### config.mk
export PLATFORM = sky130hd
export DESIGN_NAME = startup_seq
export DESIGN_NICKNAME = d
export VERILOG_FILES = /design/src/rtl/startup_pkg.sv /design/src/rtl/seq_down_cnt.sv /design/src/rtl/startup_seq.sv
export SDC_FILE = /design/constraint.sdc
export NUM_CORES = 1
export LEC_CHECK = 0
export ABC_AREA = 0
export ABC_CLOCK_PERIOD_IN_PS = 2300
export CAP_MARGIN = 20
export CORE_MARGIN = 2
export CORE_UTILIZATION = 25
export DETAILED_ROUTE_END_ITERATION = 10
export PLACE_DENSITY = 0.42
export SLEW_MARGIN = 15
export SYNTH_ARGS = -nofsm -noshare
export SYNTH_HDL_FRONTEND = slang
export SYNTH_HIERARCHICAL = 1
export SYNTH_SLANG_ARGS = --single-unit
### constraint.sdc
create_clock -name clk -period 2.3 [get_ports clk]
set_input_delay 0.345 -clock clk [delete_from_list [all_inputs] [get_ports clk]]
set_output_delay 0.345 -clock clk [all_outputs]
set_load 0.03 [all_outputs]
### src/rtl/startup_pkg.sv
// Shared state encoding, default timing constants and width helpers for the
// startup sequencer.
package startup_pkg;

  typedef enum logic [2:0] {
    S_INIT     = 3'd0,
    S_WAIT_ACK = 3'd1,
    S_GAP      = 3'd2,
    S_DONE     = 3'd3,
    S_ERR      = 3'd4
  } state_t;

  localparam int DEF_NUM_STAGES     = 4;
  localparam int DEF_INIT_CYCLES    = 2;
  localparam int DEF_GAP_CYCLES     = 1;
  localparam int DEF_TIMEOUT_CYCLES = 8;

  function automatic int max3(input int a, input int b, input int c);
    int m;
    m = (a > b) ? a : b;
    return (m > c) ? m : c;
  endfunction

  // Bits needed to index n items; a single stage still gets a 1-bit index.
  function automatic int idx_width(input int n);
    return (n <= 1) ? 1 : $clog2(n);
  endfunction

  // Bits needed to hold the values 0..m inclusive.
  function automatic int cnt_width(input int m);
    return (m < 1) ? 1 : $clog2(m + 1);
  endfunction

endpackage

### src/rtl/seq_down_cnt.sv
// Loadable down-counter that saturates at zero; load wins over decrement.
module seq_down_cnt #(
  parameter int              WIDTH   = 4,
  parameter logic [WIDTH-1:0] RST_VAL = '0
) (
  input  logic             clk,
  input  logic             rst_n,
  input  logic             i_load,
  input  logic [WIDTH-1:0] i_load_val,
  input  logic             i_dec,
  output logic             o_zero
);

  logic [WIDTH-1:0] r_count;

  always_ff @(posedge clk or negedge rst_n) begin
    if (!rst_n) begin
      r_count <= RST_VAL;
    end else if (i_load) begin
      r_count <= i_load_val;
    end else if (i_dec && (r_count != '0)) begin
      r_count <= r_count - 1'b1;
    end
  end

  assign o_zero = (r_count == '0);

endmodule

### src/rtl/startup_seq.sv
// Power-up sequencer: raises sticky per-stage enables one at a time after an
// initial delay, optionally waiting for a per-stage ack with a timeout.
module startup_seq
  import startup_pkg::*;
#(
  parameter int                    NUM_STAGES     = DEF_NUM_STAGES,
  parameter int                    INIT_CYCLES    = DEF_INIT_CYCLES,
  parameter int                    GAP_CYCLES     = DEF_GAP_CYCLES,
  parameter int                    TIMEOUT_CYCLES = DEF_TIMEOUT_CYCLES,
  parameter logic [NUM_STAGES-1:0] ACK_MASK       = '0
) (
  input  logic                                clk,
  input  logic                                rst_n,
  input  logic                                restart,
  input  logic                                hold,
  input  logic [NUM_STAGES-1:0]               stage_ack,
  output logic [NUM_STAGES-1:0]               stage_en,
  output logic                                busy,
  output logic                                done,
  output logic                                err,
  output logic [idx_width(NUM_STAGES)-1:0]    err_stage
);

  localparam int KW = idx_width(NUM_STAGES);
  localparam int MW = 1 << KW;
  localparam int CW = cnt_width(max3(INIT_CYCLES, GAP_CYCLES, TIMEOUT_CYCLES));

  localparam logic [KW-1:0] LAST        = KW'(NUM_STAGES - 1);
  localparam logic [CW-1:0] INIT_VAL    = CW'(INIT_CYCLES);
  localparam logic [CW-1:0] GAP_VAL     = CW'(GAP_CYCLES);
  localparam logic [CW-1:0] TIMEOUT_VAL = CW'(TIMEOUT_CYCLES);
  // Padded to a power of two so any index value selects a defined bit.
  localparam logic [MW-1:0] ACK_PAD     = MW'(ACK_MASK);

  state_t                r_state;
  logic [KW-1:0]         r_k;
  logic [NUM_STAGES-1:0] r_stage_en;
  logic                  r_busy;
  logic                  r_done;
  logic                  r_err;
  logic [KW-1:0]         r_err_stage;

  logic [MW-1:0]         w_ack_pad;
  logic                  w_ack_k;
  logic [KW-1:0]         w_adv_idx;
  logic [NUM_STAGES-1:0] w_adv_onehot;
  state_t                w_adv_state;
  logic                  w_zero;
  logic                  w_load;
  logic [CW-1:0]         w_load_val;
  logic                  w_dec;

  assign w_ack_pad = MW'(stage_ack);
  assign w_ack_k   = w_ack_pad[r_k];

  // Stage about to be enabled when the INIT/GAP countdown expires, and where
  // the FSM goes after enabling it.
  always_comb begin
    w_adv_idx    = (r_state == S_GAP) ? r_k + 1'b1 : '0;
    w_adv_onehot = NUM_STAGES'(1) << w_adv_idx;
    if (ACK_PAD[w_adv_idx]) begin
      w_adv_state = S_WAIT_ACK;
    end else if (w_adv_idx == LAST) begin
      w_adv_state = S_DONE;
    end else begin
      w_adv_state = S_GAP;
    end
  end

  // Counter control mirrors the FSM transitions; hold only pauses INIT/GAP.
  always_comb begin
    w_load     = 1'b0;
    w_load_val = INIT_VAL;
    w_dec      = 1'b0;
    if (restart) begin
      w_load     = 1'b1;
      w_load_val = INIT_VAL;
    end else begin
      case (r_state)
        S_INIT, S_GAP: begin
          if (!hold) begin
            if (w_zero) begin
              w_load     = 1'b1;
              w_load_val = (w_adv_state == S_WAIT_ACK) ? TIMEOUT_VAL : GAP_VAL;
            end else begin
              w_dec = 1'b1;
            end
          end
        end
        S_WAIT_ACK: begin
          if (w_ack_k) begin
            w_load     = 1'b1;
            w_load_val = GAP_VAL;
          end else begin
            w_dec = 1'b1;
          end
        end
        default: begin
        end
      endcase
    end
  end

  seq_down_cnt #(
    .WIDTH  (CW),
    .RST_VAL(INIT_VAL)
  ) u_cnt (
    .clk       (clk),
    .rst_n     (rst_n),
    .i_load    (w_load),
    .i_load_val(w_load_val),
    .i_dec     (w_dec),
    .o_zero    (w_zero)
  );

  always_ff @(posedge clk or negedge rst_n) begin
    if (!rst_n) begin
      r_state     <= S_INIT;
      r_k         <= '0;
      r_stage_en  <= '0;
      r_busy      <= 1'b1;
      r_done      <= 1'b0;
      r_err       <= 1'b0;
      r_err_stage <= '0;
    end else if (restart) begin
      r_state     <= S_INIT;
      r_k         <= '0;
      r_stage_en  <= '0;
      r_busy      <= 1'b1;
      r_done      <= 1'b0;
      r_err       <= 1'b0;
      r_err_stage <= '0;
    end else begin
      case (r_state)
        S_INIT, S_GAP: begin
          if (w_zero && !hold) begin
            r_stage_en <= r_stage_en | w_adv_onehot;
            r_k        <= w_adv_idx;
            r_state    <= w_adv_state;
            r_busy     <= (w_adv_state != S_DONE);
            r_done     <= (w_adv_state == S_DONE);
          end
        end
        S_WAIT_ACK: begin
          // A late ack on the final timeout cycle still counts as success.
          if (w_ack_k) begin
            if (r_k == LAST) begin
              r_state <= S_DONE;
              r_busy  <= 1'b0;
              r_done  <= 1'b1;
            end else begin
              r_state <= S_GAP;
            end
          end else if (w_zero) begin
            r_state     <= S_ERR;
            r_stage_en  <= '0;
            r_busy      <= 1'b0;
            r_err       <= 1'b1;
            r_err_stage <= r_k;
          end
        end
        default: begin
        end
      endcase
    end
  end

  assign stage_en  = r_stage_en;
  assign busy      = r_busy;
  assign done      = r_done;
  assign err       = r_err;
  assign err_stage = r_err_stage;

endmodule

==> results of run 1 <==
## worst paths after layout
kind | from | endpoint | depth (start not counted)
worst min-delay path | rst_n | stage_en[1]$_DFFE_PN0P_ | 2
worst min register to register | err$_DFFE_PN0P_ | err$_DFFE_PN0P_ | 2
worst max-delay path | u_cnt/r_count[1]$_DFFE_PN1P_ | u_cnt/r_count[1]$_DFFE_PN1P_ | 8
worst max register to register | u_cnt/r_count[1]$_DFFE_PN1P_ | u_cnt/r_count[1]$_DFFE_PN1P_ | 8
min in group clk | err$_DFFE_PN0P_ | err$_DFFE_PN0P_ | 2
max in group asynchronous | rst_n | u_cnt/r_count[1]$_DFFE_PN1P_ | 2
## worst max-delay path, stage by stage, from the launching register on
cell                       delay [ps]
sky130_fd_sc_hd__dfstp_2          570
sky130_fd_sc_hd__inv_2             50
sky130_fd_sc_hd__ha_4             150
sky130_fd_sc_hd__nor3b_4          170
sky130_fd_sc_hd__o32a_1           300
sky130_fd_sc_hd__nor3_2           230
sky130_fd_sc_hd__inv_1            120
sky130_fd_sc_hd__or4_4            520
sky130_fd_sc_hd__o211ai_2          70
## through the flow
| stage | setup WS, ps | setup TNS [ps] | hold slack, ps | power (mW) |
|---|---|---|---|---|
| 3_5_place_dp | -153.3 | -346.3 | 515.1 | 0.5054 |
| 2_1_floorplan | 49.95 | 0 | 49.41 | 0.4436 |
| 3_3_place_gp | -97.26 | -201.7 | 505.8 | 0.5046 |
| 6_report | 48.53 | 0 | 411.0 | 0.7547 |
| 4_1_cts | 15.35 | 0 | 419.2 | 0.7492 |
| 5_1_grt | -51.67 | -65.98 | 451.5 | 0.7988 |
## sequential cells by signal (all words and copies together), names as in the netlist
register / flops
u_cnt/r_count: 4
r_state: 3
err_stage: 2
err: 1
done: 1
busy: 1
stage_en: 4
r_k: 2
## where the power goes
part	switching, mW	internal [mW]
registers	0.0232	0.335
clock network	0.113	0.123
logic	0.0747	0.0859
## logic make-up after synthesis
group / synth area share, %
adder cells (fa/ha/maj): 2.323
multiplexers: 2.090
AO/OA/AOI/OAI: 21.84
AND/OR/NAND/NOR: 24.62
buffers and inverters: 6.735
flip-flops: 42.04
other: 0.3481
## timing repair
action                                  CTS  global route
buffers inserted                          0             1
endpoints found under the setup margin    0             5
resized for setup                         0             7
## final cells by class
class                           count  area share, %
Sequential cell                    18          30.76
Tap cell                           50          4.237
Clock buffer                        4          3.051
Timing Repair Buffer               32          18.98
Inverter                            9          2.288
Multi-Input combinational cell     78          40.68
## placed cells by master, fill, tap and decap left out, types with 2 or more instances in the layout
cell	instances
sky130_fd_sc_hd__clkdlybuf4s50_1	16
sky130_fd_sc_hd__buf_4	16
sky130_fd_sc_hd__dfrtp_1	15
sky130_fd_sc_hd__a21oi_1	13
sky130_fd_sc_hd__inv_1	8
sky130_fd_sc_hd__o21ai_0	8
sky130_fd_sc_hd__nand2_1	7
sky130_fd_sc_hd__nand3_1	3
sky130_fd_sc_hd__o21a_1	3
sky130_fd_sc_hd__clkbuf_8	3
sky130_fd_sc_hd__nor3b_1	2
sky130_fd_sc_hd__nor4b_4	2
sky130_fd_sc_hd__nor2_1	2
sky130_fd_sc_hd__nand2b_1	2
sky130_fd_sc_hd__nand4_1	2
sky130_fd_sc_hd__dfstp_2	2
sky130_fd_sc_hd__nor3_1	2
sky130_fd_sc_hd__conb_1	2
## metal layers
layer | up-vias | GRT usage, %
li1 | 467 | -
met1 | 456 | 16.26
met2 | 11 | 16.99
met3 | 2 | 3.779
met4 | 0 | 2.564
met5 | - | 0
==> summary.txt, run 1 <==
Yosys
  – Commonest register cell after synthesis: sky130_fd_sc_hd__dfrtp_1
  – Cell variety after synth: 46
  – Cell count after synthesis: between 100 and 150
  – Sequential area share after synthesis: around 42%
  – Largest area contributor in the synthesized netlist: sky130_fd_sc_hd__dfrtp_1
  – #FFs+latches synth: 18
  – Largest cells by area after synthesis: sky130_fd_sc_hd__dfrtp_1 37%, sky130_fd_sc_hd__a21oi_1 6.0%, sky130_fd_sc_hd__dfstp_2 4.9%, sky130_fd_sc_hd__o21ai_0 3.7%, sky130_fd_sc_hd__inv_1 3.1%
  – Synthesized area: ~1100 sq um
  – Number of synthesis warnings: 6
  – Async set-reset flop share out of synthesis: 100.0%
  – Count leader, synth: sky130_fd_sc_hd__dfrtp_1
  – Commonest cells in the synthesized netlist: 16 x sky130_fd_sc_hd__dfrtp_1, 13 x sky130_fd_sc_hd__a21oi_1, 9 x sky130_fd_sc_hd__inv_1, 8 x sky130_fd_sc_hd__o21ai_0, 7 x sky130_fd_sc_hd__nand2_1
  – Syn_area_per_cell: between 9 and 10 sq um
  – Number of enable flip-flop cells after synthesis: 0
  – Synth top area share: between 30% and 40%

Hold path
  – Type of the most critical hold path: input port to async pin

Placement
  – Placed Cells: 186
  – Buffers on Ports: 16
  – Total placed instance area: ~1400 sq um
  – Detailed-placement wirelength estimate: around 1900 microns
  – Final GP Congestion: 0.7569

Cells and area
  – Fin area: about 1500 sq um
  – Antenna diode count: 0
  – Cell Count, Final, Fillers Out: ~190
  – Sequential cell area: approximately 450 sq um
  – Area growth from synthesis to final layout: 37.05%
  – Final nets: approximately 150
  – Final core utilization: 36.13%
  – Share of post-route cells with drive strength above 1: 26.24%
  – Multi-input gate area in the final layout: roughly 600 sq um
  – Number of fillers in the final layout: roughly 430

Routing
  – Wirelength per Cell: between 10 and 15 microns
  – Routed vias: about 940
  – Count of unresolved DRC violations after routing: 0
  – Routed length on met2: 1169 microns
  – Wire length the detailed router placed on met1: about 1300 microns
  – Aggregate routed wire length: ~2600 microns
  – Total met3 wirelength after detailed routing: about 85 microns
  – Number of iterations in the first detailed-routing pass: 4
  – Via density per instance: 4.901
  – Number of routed nets with antenna violations: 0
  – Detailed Route Iter0 Violations: 28
  – Uppermost routed layer: met4

STA
  – Final hold vios: 0
  – Count of final max-slew check failures: 0
  – Final period utilization: 97.89%
  – Worst-case clock skew: approximately 5.5 ps
  – Fmax: ~440 MHz
  – Number of setup violations in the final report: 0
  – Time the final worst path needs with I/O delays and setup: 2251 ps
  – Setup repair after global routing missed its margin: true

Clocking
  – Clock transition at the registers of the reported paths: approximately 70 ps
  – Clock Tree Buf Depth: 2
  – Count of hold buffers inserted by post-cts repair: 0
  – Clock network latency to the later pin of the worst-skew pair: ~260 ps
  – Cell at the root of the clock tree: sky130_fd_sc_hd__clkbuf_8
  – Sink Count: 18
  – H-Tree Level Count: 1
  – Clock tree from TritonCTS: built
  – CTS buffer count: 3

GRT
  – Leftover overflow at the end of global routing: 0
  – Total routing resource utilization after global routing: between 10 and 15%
  – Pin count of the biggest net entering global routing: 19
  – Antenna violations before repair: 0
  – First-pass GRT wire length: around 4400 microns
  – Vias in the first global route: 912

Power and ir drop
  – Max VDD drop: between 0.3 and 0.4 mV
  – Cell leakage power: approximately 0.57 nW
  – Total power per unit cell area: slightly above 500 nW/um^2

Floorplanning
  – Starting density of the core: between 20% and 30%
  – Core area: between 4000 and 5000 sq um
  – Total Die Area: slightly below 5000 sq um
  – Row count: 23
  – Die Y-Extent: slightly below 70 microns
  – Number of I/O pins: 17
  – Chip width: 69.65 microns

Status
  – Status: finished clean

Critical path
  – Worst endpoint data arrival time: ~2400 ps
  – Worst endpoint required time: 2490 ps
  – Register-to-register path setup slack: a little under 50 ps
  – Category of the worst setup path capture point: flip-flop
  – Largest fanout of any net on the critical path: 7
  – Crit start category: flip-flop
  – WS Path Type: flip-flop to flip-flop

Job
  – MaxCap Viol Count: 0
(Power assumes the default switching activity.)
==> inputs of run 2 (changes only) <==
ABC_CLOCK_PERIOD_IN_PS = 2650   (was 2300)
PLACE_DENSITY = 0.4   (was 0.42)
clock period = 2.65 ns   (was 2.3 ns; I/O delays follow)
==> summary.txt, run 2 (synthesis gave the netlist of run 1 again) <==
Floorplanning
  – Number of I/O pins: 17 (unchanged)
  – Starting density of the core: 26.36% (unchanged)
  – Chip width: 69.65 microns (unchanged)
  – Row count: 23 (unchanged)
  – Die Y-Extent: 69.65 microns (unchanged)
  – Core area: 4086 sq um (unchanged)
  – Total Die Area: 4850 sq um (unchanged)

Critical path
  – WS Path Type: flip-flop to flip-flop (unchanged)
  – Largest fanout of any net on the critical path: 9 (was 7)
  – Largest stage delay, worst path: 550 ps (was 570 ps)
  – Crit path max-delay family: simple AND/OR/NAND/NOR gates (unchanged)
  – Category of the worst setup path capture point: flip-flop (unchanged)
  – Cell repeated most along the worst path: sky130_fd_sc_hd__inv_1
  – Worst endpoint required time: 2830 ps (was 2490 ps)
  – Bufs and invs on worst path: 2 (unchanged)
  – Series of cell instances along the critical path: inv_1 > ha_1 > nor3b_2 > o32a_1 > nor3_1 > inv_1 > or4_1 > o211ai_2 (was inv_2 > ha_4 > nor3b_4 > o32a_1 > nor3_2 > inv_1 > or4_4 > o211ai_2)
  – Worst endpoint data arrival time: 2560 ps (was 2440 ps)
  – Crit start category: flip-flop (unchanged)
  – Master of the slowest instance on the critical path: sky130_fd_sc_hd__dfstp_2 (unchanged)

STA
  – Hold slack final: 470.0 ps (was 411.0 ps)
  – Fmax: 420.1 MHz (was 444.2 MHz)
  – Time the final worst path needs with I/O delays and setup: 2381 ps (was 2251 ps)
  – Count of final max-slew check failures: 0 (unchanged)
  – Setup TNS: 0 ps (unchanged)
  – Setup repair after global routing missed its margin: false (was true)
  – Number of setup violations in the final report: 0 (unchanged)
  – Final period utilization: 89.83% (was 97.89%)
  – Final hold vios: 0 (unchanged)
  – Worst-case clock skew: 2.033 ps (was 5.522 ps)

Routing
  – Via density per instance: 4.844 (was 4.901)
  – Detailed Route Iter0 Violations: 33 (was 28)
  – Number of iterations in the first detailed-routing pass: 4 (unchanged)
  – Aggregate routed wire length: 2462 microns (was 2591 microns)
  – Number of routed nets with antenna violations: 0 (unchanged)
  – Count of unresolved DRC violations after routing: 0 (unchanged)
  – Routed vias: 872 (was 936)
  – Wirelength per Cell: 13.68 microns (was 13.57 microns)

GRT
  – Vias in the first global route: 878 (was 912)
  – Antenna violations before repair: 0 (unchanged)
  – First-pass GRT wire length: 4395 microns (was 4443 microns)
  – Leftover overflow at the end of global routing: 0 (unchanged)
  – Total routing resource utilization after global routing: 11.60% (was 11.48%)
  – Pin count of the biggest net entering global routing: 19 (unchanged)

Power and ir drop
  – Clock group share of total power: 31.3% (about the same)
  – Cell leakage power: 0.5190 nW (was 0.5746 nW)
  – Comb power frac: 18.5% (was 21.3%)
  – Switching part of the total power: 26.58% (was 27.88%)
  – Sw power: 0.1619 mW (was 0.2105 mW)
  – Internal Power: 0.4472 mW (was 0.5443 mW)
  – Share of total power in sequential cells: 50.3% (was 47.5%)
  – Max VDD drop: 0.1671 mV (was 0.3344 mV)
  – Total power per unit cell area: 450.8 nW/um^2 (was 511.2 nW/um^2)

Placement
  – Buffers on Ports: 16 (unchanged)
  – Final GP Congestion: 0.7691 (was 0.7569)
  – Detailed-placement wirelength estimate: 1827 microns (was 1916 microns)
  – Total placed instance area: 1310 sq um (was 1391 sq um)

Cells and area
  – Area growth from synthesis to final layout: 25.44% (was 37.05%)
  – Highest-count cells in the layout ignoring fill and taps: 16 x sky130_fd_sc_hd__dfrtp_1, 16 x sky130_fd_sc_hd__clkdlybuf4s50_1, 13 x sky130_fd_sc_hd__a21oi_1 (was 16 x sky130_fd_sc_hd__clkdlybuf4s50_1, 16 x sky130_fd_sc_hd__buf_4, 15 x sky130_fd_sc_hd__dfrtp_1)
  – Fin area: 1351 sq um (was 1476 sq um)
  – Final nets: 142 (was 152)
  – Antenna diode count: 0 (unchanged)
  – Share of post-route cells with drive strength above 1: 16.92% (was 26.24%)

Clocking
  – CTS buffer count: 3 (unchanged)
  – Post-CTS Resized: 0 (unchanged)
  – H-Tree Level Count: 1 (unchanged)
  – Clock network latency to the later pin of the worst-skew pair: 250 ps (was 260 ps)
  – Cell at the root of the clock tree: sky130_fd_sc_hd__clkbuf_8 (unchanged)
  – Post CTS Setup Buffer Count: 0 (unchanged)
  – Clock tree from TritonCTS: built (unchanged)
  – Clock transition at the registers of the reported paths: 70 ps (about the same)
  – Count of hold buffers inserted by post-cts repair: 0 (unchanged)
  – Clock Tree Buf Depth: 2 (unchanged)
  – Sink Count: 18 (unchanged)

Job
  – MaxCap Viol Count: 0 (unchanged)

Hold path
  – Type of the most critical hold path: input port to async pin (unchanged)

Status
  – Status: finished clean (unchanged)
-- run 2: cell count changes in the layout (fill, tap and decap cells not counted), sizes merged --
cell / change
buf: -10
clkbuf: -1
-- run 2: power groups by stage --
stage                     Combinational, mW  Sequential (mW)  Clock [mW]
after floorplan                      0.0729            0.310           0
after global placement                0.114            0.311           0
after detailed placement              0.115            0.311           0
after CTS                             0.115            0.306       0.203
after global routing                  0.128            0.309       0.221
final                                 0.112            0.306       0.190
-- run 2: worst register-to-register path: stages, from the launching register on --
cell and delay, ps:
sky130_fd_sc_hd__dfstp_2 550, sky130_fd_sc_hd__inv_1 40, sky130_fd_sc_hd__ha_1 210, sky130_fd_sc_hd__nor3b_2 220
sky130_fd_sc_hd__o32a_1 340, sky130_fd_sc_hd__nor3_1 250, sky130_fd_sc_hd__inv_1 120, sky130_fd_sc_hd__or4_1 490
sky130_fd_sc_hd__o211ai_2 90
-- run 2: routing by layer --
layer	wire, microns	vias to the layer above	track usage [%]
met5	0	-	0
met4	48	0	5.128
met3	107	4	4.070
met2	1059	13	16.24
met1	1246	411	15.97
li1	-	444	-
-- run 2: worst paths after layout --
check / start / endpoint / slack, ps / cells after the start
worst min register to register: err$_DFFE_PN0P_ / err$_DFFE_PN0P_ / 520 / 2
worst max-delay path: u_cnt/r_count[1]$_DFFE_PN1P_ / u_cnt/r_count[1]$_DFFE_PN1P_ / 270 / 8
worst min-delay path: rst_n / u_cnt/r_count[2]$_DFFE_PN0P_ / 470 / 2
min in group clk: err$_DFFE_PN0P_ / err$_DFFE_PN0P_ / 520 / 2
max in group asynchronous: rst_n / u_cnt/r_count[1]$_DFFE_PN1P_ / 1920 / 2
worst max register to register: u_cnt/r_count[1]$_DFFE_PN1P_ / u_cnt/r_count[1]$_DFFE_PN1P_ / 270 / 8
-- run 2: cell type report --
class                   count  area (sq um)
fillers                   436          2735
multi-input cells          78         555.5
flip-flops and latches     18         452.9
repair buffers             22         205.2
well taps                  50         62.56
clock buffers               3         41.29
inverters                   9         33.78
-- run 2: stage by stage --
step	setup WS (ps)	std cells	utilization, %	power (mW)
finish	269.5	180	33.07	0.6091
global route	91.81	180	33.07	0.6581
floorplan	300.2	110	-	0.3829
detailed placement	69.19	177	32.06	0.4259
global placement	131.1	177	32.06	0.4254
CTS	232.4	180	33.07	0.6244
